## src/rtl/ddr_sched_pkg.sv

```systemverilog
// Shared types and address helper for the DDR read/write burst scheduler.
package ddr_sched_pkg;

    typedef enum logic [2:0] {
        S_IDLE,
        S_WR_START,
        S_WR_RUN,
        S_RD_START,
        S_RD_RUN
    } sched_state_t;

    typedef enum logic {
        GRANT_WR = 1'b0,
        GRANT_RD = 1'b1
    } grant_t;

    function automatic logic [63:0] burst_addr(
        input logic [63:0] base,
        input logic [31:0] ptr,
        input logic [31:0] burst_bytes
    );
        return base + ({32'd0, ptr} * {32'd0, burst_bytes});
    endfunction

endpackage

```

## src/rtl/ddr_rw_scheduler_busy_monitor.sv

```systemverilog
// Tracks the engine busy line after a begin pulse: start, finish, timeout.
module ddr_busy_monitor #(
    parameter int TIMEOUT = 255
) (
    input  logic clk,
    input  logic rst,
    input  logic launch,
    input  logic busy,
    output logic started,
    output logic done,
    output logic timeout
);

    localparam int TW = $clog2(TIMEOUT + 1) + 1;

    logic          busy_q;
    logic          wait_q;
    logic [TW-1:0] cnt_q;
    logic          active;
    logic [TW-1:0] elapsed;

    // The pulse cycle itself counts as the first waiting cycle.
    always_comb begin
        active  = launch | wait_q;
        elapsed = (launch ? '0 : cnt_q) + TW'(1);
        started = active & busy;
        timeout = active & ~busy & (elapsed >= TW'(TIMEOUT));
        done    = busy_q & ~busy;
    end

    always_ff @(posedge clk) begin
        if (rst) begin
            busy_q <= 1'b0;
            wait_q <= 1'b0;
            cnt_q  <= '0;
        end else begin
            busy_q <= busy;
            wait_q <= active & ~busy & ~timeout;
            cnt_q  <= active ? elapsed : '0;
        end
    end

endmodule

```

## src/rtl/ddr_rw_scheduler.sv

```systemverilog
// Round-robin scheduler sharing one DDR burst engine between
// a write stream and a read stream over a circular region.
module ddr_rw_scheduler
    import ddr_sched_pkg::*;
#(
    parameter int                ADDR_W         = 32,
    parameter int                CNT_W          = 10,
    parameter int                BURST_LEN      = 32,
    parameter int                BYTES_PER_BEAT = 16,
    parameter logic [ADDR_W-1:0] BASE_ADDR      = 32'h0100_0000,
    parameter int                REGION_BURSTS  = 64,
    parameter int                WR_THRESH      = 32,
    parameter int                RD_THRESH      = 64,
    parameter int                START_TIMEOUT  = 255
) (
    input  logic                             clk,
    input  logic                             rst,
    input  logic                             init_calib_complete,
    input  logic [CNT_W-1:0]                 wr_fifo_cnt,
    input  logic [CNT_W-1:0]                 rd_fifo_cnt,
    output logic                             wr_begin,
    output logic [ADDR_W-1:0]                wr_addr_begin,
    input  logic                             wr_data_busy,
    output logic                             rd_begin,
    output logic [ADDR_W-1:0]                rd_addr_begin,
    output logic [ADDR_W-1:0]                rd_addr_end,
    input  logic                             rd_data_busy,
    output logic [$clog2(REGION_BURSTS):0]   stored_bursts,
    output logic                             sched_err
);

    localparam int PW          = $clog2(REGION_BURSTS);
    localparam int SW          = PW + 1;
    localparam int BURST_BYTES = BURST_LEN * BYTES_PER_BEAT;
    localparam int END_OFS     = (BURST_LEN - 1) * BYTES_PER_BEAT;

    sched_state_t      state;
    grant_t            last_grant;
    logic [PW-1:0]     wr_ptr;
    logic [PW-1:0]     rd_ptr;
    logic              wr_req;
    logic              rd_req;
    logic              grant_wr;
    logic              grant_rd;
    logic [ADDR_W-1:0] wr_addr_nxt;
    logic [ADDR_W-1:0] rd_addr_nxt;
    logic              wr_started;
    logic              wr_done;
    logic              wr_timeout;
    logic              rd_started;
    logic              rd_done;
    logic              rd_timeout;

    always_comb begin
        wr_req = init_calib_complete
               & (wr_fifo_cnt >= CNT_W'(WR_THRESH))
               & (stored_bursts < SW'(REGION_BURSTS));
        rd_req = init_calib_complete
               & (rd_fifo_cnt <= CNT_W'(RD_THRESH))
               & (stored_bursts != '0);
        grant_wr = 1'b0;
        grant_rd = 1'b0;
        unique case (1'b1)
            (wr_req & rd_req): begin
                grant_wr = (last_grant == GRANT_RD);
                grant_rd = (last_grant == GRANT_WR);
            end
            (wr_req & ~rd_req): grant_wr = 1'b1;
            (rd_req & ~wr_req): grant_rd = 1'b1;
            default: ;
        endcase
        wr_addr_nxt = ADDR_W'(burst_addr(64'(BASE_ADDR), 32'(wr_ptr),
                                         32'(BURST_BYTES)));
        rd_addr_nxt = ADDR_W'(burst_addr(64'(BASE_ADDR), 32'(rd_ptr),
                                         32'(BURST_BYTES)));
    end

    ddr_busy_monitor #(.TIMEOUT(START_TIMEOUT)) u_wr_mon (
        .clk     (clk),
        .rst     (rst),
        .launch  (wr_begin),
        .busy    (wr_data_busy),
        .started (wr_started),
        .done    (wr_done),
        .timeout (wr_timeout)
    );

    ddr_busy_monitor #(.TIMEOUT(START_TIMEOUT)) u_rd_mon (
        .clk     (clk),
        .rst     (rst),
        .launch  (rd_begin),
        .busy    (rd_data_busy),
        .started (rd_started),
        .done    (rd_done),
        .timeout (rd_timeout)
    );

    always_ff @(posedge clk) begin
        if (rst) begin
            state         <= S_IDLE;
            last_grant    <= GRANT_RD;
            wr_ptr        <= '0;
            rd_ptr        <= '0;
            stored_bursts <= '0;
            wr_begin      <= 1'b0;
            rd_begin      <= 1'b0;
            wr_addr_begin <= '0;
            rd_addr_begin <= '0;
            rd_addr_end   <= '0;
            sched_err     <= 1'b0;
        end else begin
            wr_begin <= 1'b0;
            rd_begin <= 1'b0;
            unique case (state)
                S_IDLE: begin
                    if (grant_wr) begin
                        wr_begin      <= 1'b1;
                        wr_addr_begin <= wr_addr_nxt;
                        last_grant    <= GRANT_WR;
                        state         <= S_WR_START;
                    end else if (grant_rd) begin
                        rd_begin      <= 1'b1;
                        rd_addr_begin <= rd_addr_nxt;
                        rd_addr_end   <= rd_addr_nxt + ADDR_W'(END_OFS);
                        last_grant    <= GRANT_RD;
                        state         <= S_RD_START;
                    end
                end
                S_WR_START: begin
                    if (wr_started) begin
                        state <= S_WR_RUN;
                    end else if (wr_timeout) begin
                        sched_err <= 1'b1;
                        state     <= S_IDLE;
                    end
                end
                S_WR_RUN: begin
                    if (wr_done) begin
                        wr_ptr        <= wr_ptr + PW'(1);
                        stored_bursts <= stored_bursts + SW'(1);
                        state         <= S_IDLE;
                    end
                end
                S_RD_START: begin
                    if (rd_started) begin
                        state <= S_RD_RUN;
                    end else if (rd_timeout) begin
                        sched_err <= 1'b1;
                        state     <= S_IDLE;
                    end
                end
                S_RD_RUN: begin
                    if (rd_done) begin
                        rd_ptr        <= rd_ptr + PW'(1);
                        stored_bursts <= stored_bursts - SW'(1);
                        state         <= S_IDLE;
                    end
                end
                default: state <= S_IDLE;
            endcase
        end
    end

endmodule

```

## config.mk

```make
export PLATFORM = sky130hd
export DESIGN_NAME = ddr_rw_scheduler
export DESIGN_NICKNAME = d
export VERILOG_FILES = /design/src/rtl/ddr_sched_pkg.sv /design/src/rtl/ddr_rw_scheduler_busy_monitor.sv /design/src/rtl/ddr_rw_scheduler.sv
export SDC_FILE = /design/constraint.sdc
export NUM_CORES = 1
export LEC_CHECK = 0
export ABC_CLOCK_PERIOD_IN_PS = 6300
export CORE_UTILIZATION = 38
export DETAILED_ROUTE_END_ITERATION = 8
export GPL_ROUTABILITY_DRIVEN = 0
export GPL_TIMING_DRIVEN = 0
export HOLD_SLACK_MARGIN = 0.03
export PLACE_DENSITY_LB_ADDON = 0.1
export SETUP_SLACK_MARGIN = 0.02
export SLEW_MARGIN = 40
export SYNTH_ARGS = -nofsm -noshare
export SYNTH_HDL_FRONTEND = slang
export SYNTH_HIERARCHICAL = 1
export SYNTH_SLANG_ARGS = --single-unit
```

## constraint.sdc

```tcl
create_clock -name clk -period 6.3 [get_ports clk]
set_input_delay 0.945 -clock clk [delete_from_list [all_inputs] [get_ports clk]]
set_output_delay 0.945 -clock clk [all_outputs]
set_load 0.1 [all_outputs]
```

Word level (Yosys, flattened, before mapping)
Index checks and enable logic that the tools add are counted.
- register bits: 144
- input port bits: 25
- output and inout port bits: 106
- add/sub/neg operators: 9
- magnitude comparators: 5
- equality and inequality tests: 13
- muxes and demuxes: 25
- bitwise gates (word level): 30
- reduce and logical (&&, ||, !) cells: 17
- operators by type and width (operator ; number):
    adder 25 x 15 -> 26 bit (first input constant) ; 2
    adder 26 x 9 -> 27 bit (second input constant) ; 1
    2-to-1 mux 3 bit ; 8
    adder 9 x 1 -> 9 bit (second input constant) ; 2
    >= comparator 9 x 8 -> 1 bit (second input constant) ; 2
    2-to-1 mux 9 bit ; 2
    bitwise AND 1 bit ; 17
    case mux 3 bit (5 select lines) ; 1
    2-to-1 mux 7 bit ; 2
    case mux 7 bit (2 select lines) ; 1
    adder 6 x 1 -> 6 bit (second input constant) ; 2
    inverter 1 bit ; 11
    >= comparator 10 x 6 -> 1 bit (second input constant) ; 1
    <= comparator 10 x 7 -> 1 bit (second input constant) ; 1
    AND reduction 5 bit ; 2
    2-to-1 mux 1 bit ; 8
    AND reduction 2 bit ; 4
    adder 7 x 1 -> 7 bit (second input constant) ; 1
    less-than comparator 7 bit (second input constant) ; 1
    nonzero test 7 bit ; 1
    subtractor 7 x 1 -> 7 bit (second input constant) ; 1
    == test 3 x 2 -> 1 bit (second input constant) ; 2
    inequality test 2 x 1 -> 1 bit (second input constant) ; 3
    inequality test 2 bit (second input constant) ; 3
    other kinds (12) ; 20

Longest topological paths before layout
- depth in word-level cells: 9
- gate-level depth with buffers: 13
- depth with buffers taken out: 12

By module
The synthesis kept the hierarchy.
- by module, submodules not included (module ; instances ; cells an instance ; area each (um^2) ; seq. area each (um^2)):
    ddr_rw_scheduler ; 1 ; 291 ; 2558.7 ; 800.8
    ddr_busy_monitor ; 2 ; 75 ; 611.8 ; 220.2

Worst setup path after synthesis
Ideal clock, no wire load.
- path kind: register to register
- start point: register wr_begin
- end point: register state[1]
- arrival time: 3.447 ns
- path slack: 2.736 ns
- cell stages (with the launch flop): 14
- buffers on the path: 1
- path through: dfxtp_1 > clkbuf_1 > nand2b_1 > inv_1 > ha_1 > nand3_2 > or3_1 > or3_1 > a311oi_2 > a22o_1 > o32ai_1 > a2bb2oi_1 > o211ai_1 > o2111a_1
- word-level cells in the longest chain between the ends: 6
- elaborated cells on any way between the ends: 11
- those cells by class: add/sub: 1; order compare: 1; eq/ne: 1; mux: 3; bitwise: 4; reduce/logical: 1
- ends and longest elaborated chain (what ; RTL line ; source):
    start, declared ; ddr_rw_scheduler.sv:21 ; output logic wr_begin,
    start signal, assigned ; ddr_rw_scheduler.sv:105 ; wr_begin <= 1'b0;
    start signal, assigned ; ddr_rw_scheduler.sv:112 ; wr_begin <= 1'b0;
    start signal, assigned ; ddr_rw_scheduler.sv:117 ; wr_begin <= 1'b1;
    2-to-1 mux 9 bit ; ddr_rw_scheduler_busy_monitor.sv:25 ; elapsed = (launch ? '0 : cnt_q) + TW'(1);
    adder 9 x 1 -> 9 bit ; ddr_rw_scheduler_busy_monitor.sv:25 ;
    net u_wr_mon.elapsed[0] ; ddr_rw_scheduler_busy_monitor.sv:20 ; logic [TW-1:0] elapsed;
    >= comparator 9 x 8 -> 1 bit ; ddr_rw_scheduler_busy_monitor.sv:27 ; timeout = active & ~busy & (elapsed >= TW'(TIMEOUT));
    bitwise AND 1 bit ; ddr_rw_scheduler_busy_monitor.sv:27 ;
    net wr_timeout ; ddr_rw_scheduler.sv:49 ; logic wr_timeout;
    inequality test 3 x 1 -> 1 bit (no line) ; - ;
    AND reduction 5 bit (no line) ; - ;
    end signal, assigned ; ddr_rw_scheduler.sv:100 ; state <= S_IDLE;
    end signal, assigned ; ddr_rw_scheduler.sv:120 ; state <= S_WR_START;
    end signal, assigned ; ddr_rw_scheduler.sv:126 ; state <= S_RD_START;
    end, declared ; ddr_rw_scheduler.sv:37 ; sched_state_t state;
The timed path passes the listed nets, and every way through them passes these cells.
A chain may end at the register's enable or synchronous reset.

Worst setup path in the final report
Same ends and word-level chain as after synthesis.

==> results.toml <==
[run_status]
status = "complete, no violations"

[die]
initial_utilization_pct = 38.9
height_of_the_chip_um = 102
fp.dieArea_um2 = 10400
placementRows = 36
chipWidth_um = 102
core_region_area_um2 = 9730
io-pin-count = 131

[setup_path]
worst_ep_arrival_time_ns = 3.75
rr_startpoint = "wr_begin$_SDFF_PP0_"
crit_top_cell = "or3_1"
critical_path_required_ns = 6.53
crit_path_start_kind = "flip-flop"
end_kind = "flip-flop"
critical-path-max-stage-delay_ns = 0.41
critPathMaxFanout = 10
critPathLaunch = "wr_begin$_SDFF_PP0_"
slowest_stage = "or3_1"
timing.setup.critical_path_class = "flip-flop to flip-flop"
crit_chain = "clkbuf_1 -> nand2b_1 -> inv_1 -> ha_1 -> nand3_2 -> or3_1 -> or3_1 -> a311oi_2 -> a22o_1 -> o32ai_1 -> a2bb2oi_1 -> o211ai_1 -> o2111a_1"

[drt]
avg_wl_per_cell_um = 10.4
post_dr_vias_cell = 4.30
route.detailed.drc = 0
routed_wl_um = 7400
ant_nets = 0
firstDrtPassIters = 6
route.vias.total = 3068
dr.first_iter.drc_count = 88

[global_route]
grtUsageMet1_pct = 18.2
grt_pass1_vias = 2754
grtUsageTotal_pct = 15.2
grt_overflow = 0
grt.busiest_layer = "met2"
antenna_found_initial = 0
grt_pass1_wl_um = 12400
use_met2_pct = 25.7
largest_net_degree_at_the_start_of_global_routing = 14
use_met3_pct = 5.11

[place]
portBuffers = 55
placed_area_um2 = 4580
detailed_place_hpwl_um = 5720

[sta]
final.setup_skew_ns = 0.0129
min_period_over_period_pct = 55.8
fin_worst_hold_slack_ns = 0.468
fmaxAchievable_ghz = 0.285
post-route-min-period_ns = 3.51
rsz0062_at_grt = "no"
setup_total_negative_slack_ns = 0
drv_slew = 0
report.final.setup_viol = 0
worst_slew_margin_rel_pct = 61.4
worst_pin_slew_ns = 0.578
hold_violations = 0

[synth]
synth_async_sr_flop_share_pct = 0
synthFlopType = "dfxtp_1"
synth_seq_cells = 62
synthSimpleGateAreaFrac_pct = 23.2
netlist_instances = 441
synth_top_cell_area_share_pct = 32.8
post_synth_num_cell_types = 60
post_synth_mux_area_share_pct = 4.80
yosys_warnings = 6
netlist_area_um2 = 3780
fraction_of_the_mapped_netlist_area_in_compound_gates_pct = 9.99
synth_top_family_by_area = "simple AND/OR/NAND/NOR gates"
synth_sequential_area_ratio_pct = 32.8
synthXorXnorAreaFrac_pct = 6.02
synth_area_in_adders_pct = 4.17
synth_top_area_cell = "dfxtp_1"
post_synth_main_area_contributors = "dfxtp_1 (33%), buf_4 (16%), nor2_1 (6.9%)"
synth-edff-count = 0
post_synth.cell_area_avg_um2 = 8.58

[hold_path]
hold_path.class = "flip-flop to flip-flop"
hold_path_startpoint = "sched_err$_SDFFE_PP0P_"

[cts]
insertion_delay_ns = 0.35
cts.hold.buffers_added = 0
cts-root-to-sink-buffers = 2
cts_tree = "yes"
clockRootBuffer = "clkbuf_8"
number_of_clock_sinks = 62
cts_made_buffers = 9
postCtsSetupRepairBufs = 0
cts_repair_resize_count = 0
cts.clk_slew.worst_paths_ns = 0.07
htreeDepth = 3

[pwr]
power_per_cell_area_nw_per_um2 = 238
cellLeakagePower_nw = 2.24
worst_ir_drop_vdd_mv = 0.0990
design_power_total_mw = 1.14

[cells_and_area]
area_growth_syn_to_layout_pct = 26.5
num-nets-final = 613
antenna-diode-count = 0
finalInstanceArea_um2 = 4790
area_occupied_by_multi_input_gates_um2 = 2090
area.sequential_um2 = 1240
drive_above_1_share_pct = 26.5
postLayoutCoreUtil_pct = 49.2
filler_cell_count = 982

[run]
cap_violations = 0
area by class of cell:
type                    instances  share of cell area [%]
plain buffers                  96                    14.0
clock buffers                   9                    2.59
clock inverters                 7                    1.65
inverters                      12                   0.941
multi-input cells             340                    43.6
flip-flops and latches         62                    25.9
well taps                     133                    3.48
repair buffers                 55                    7.74
Yosys cell counts, types with 3 or more instances:
| library cell | instances |
|---|---|
| nand3b_1 | 6 |
| nor2_1 | 70 |
| and2_1 | 3 |
| or3_1 | 8 |
| nand2b_1 | 3 |
| clkbuf_1 | 10 |
| or2_2 | 3 |
| nand3_1 | 8 |
| o21ai_0 | 8 |
| mux2i_1 | 17 |
| inv_1 | 12 |
| ha_1 | 11 |
| nor3_1 | 6 |
| buf_2 | 3 |
| nand2_1 | 15 |
| xnor2_1 | 12 |
| a21oi_1 | 12 |
| xor2_1 | 14 |
| nor3b_1 | 4 |
| nor2b_1 | 16 |
| dfxtp_1 | 62 |
| nand4_1 | 6 |
| a31oi_1 | 3 |
| buf_4 | 82 |
registers in the layout (all words and copies together), names as in the netlist, 3 cells and up:
signal          count
rd_ptr              6
u_wr_mon/cnt_q      9
wr_ptr              6
stored_bursts       7
u_rd_mon/cnt_q      9
rd_addr_end         7
state               3
wr_addr_begin       7
final timing paths:
check / endpoint / slack [ns] / cells past startpoint
worst max register to register: state[1]$_SDFFE_PP0P_ / 2.79 / 13
worst max-delay path: state[1]$_SDFFE_PP0P_ / 2.79 / 13
worst min register to register: sched_err$_SDFFE_PP0P_ / 0.47 / 2
worst min-delay path: sched_err$_SDFFE_PP0P_ / 0.47 / 2
cell usage in the layout, fill, tap and decap left out, types with 12 or more instances in the layout:
cell and count:
inv_1 12, mux2i_1 17, xnor2_1 12, dfxtp_1 62, conb_1 70, a21oi_1 12
buf_2 39, nor2b_1 16, buf_4 82, xor2_1 14, nand2_1 15, clkdlybuf4s50_1 19
nor2_1 70
through the flow:
step / setup WS, ns / instances
final: 2.79 / 714
after global routing: 2.49 / 714
after CTS: 2.76 / 714
after detailed placement: 2.79 / 698
after global placement: 2.83 / 698
after floorplan: 2.74 / 510
layer usage:
metal,share of wire (%),wire (um),vias to the layer above
met5,0,0,-
met4,1.2,87,0
met3,5.1,381,10
met2,48,3540,68
met1,46,3400,1378
li1,-,-,1612
power breakdown:
group	switching, mW	internal (mW)	total, mW
clock	0.173	0.187	0.361
combinational	0.279	0.0834	0.363
sequential	0.0125	0.404	0.416
critical path: cells and delay by family, from the launching register on:
family	cells	cell delay [ns]
AOI/OAI and AO/OA	6	1.34
and+or+nand+nor	4	1.18
DFF	1	0.33
buffers and inverters	2	0.30
adders and majority gates	1	0.27
logic make-up after synthesis:
| group | after synthesis |
|---|---|
| fa+ha+maj | 12 |
| buf+inv | 108 |
| flops | 62 |
| simple gates | 165 |
| other cells | 1 |
| xor+xnor | 26 |
| mux | 18 |
| compound gates | 49 |
Note: power is estimated with default switching activity, not from simulation.
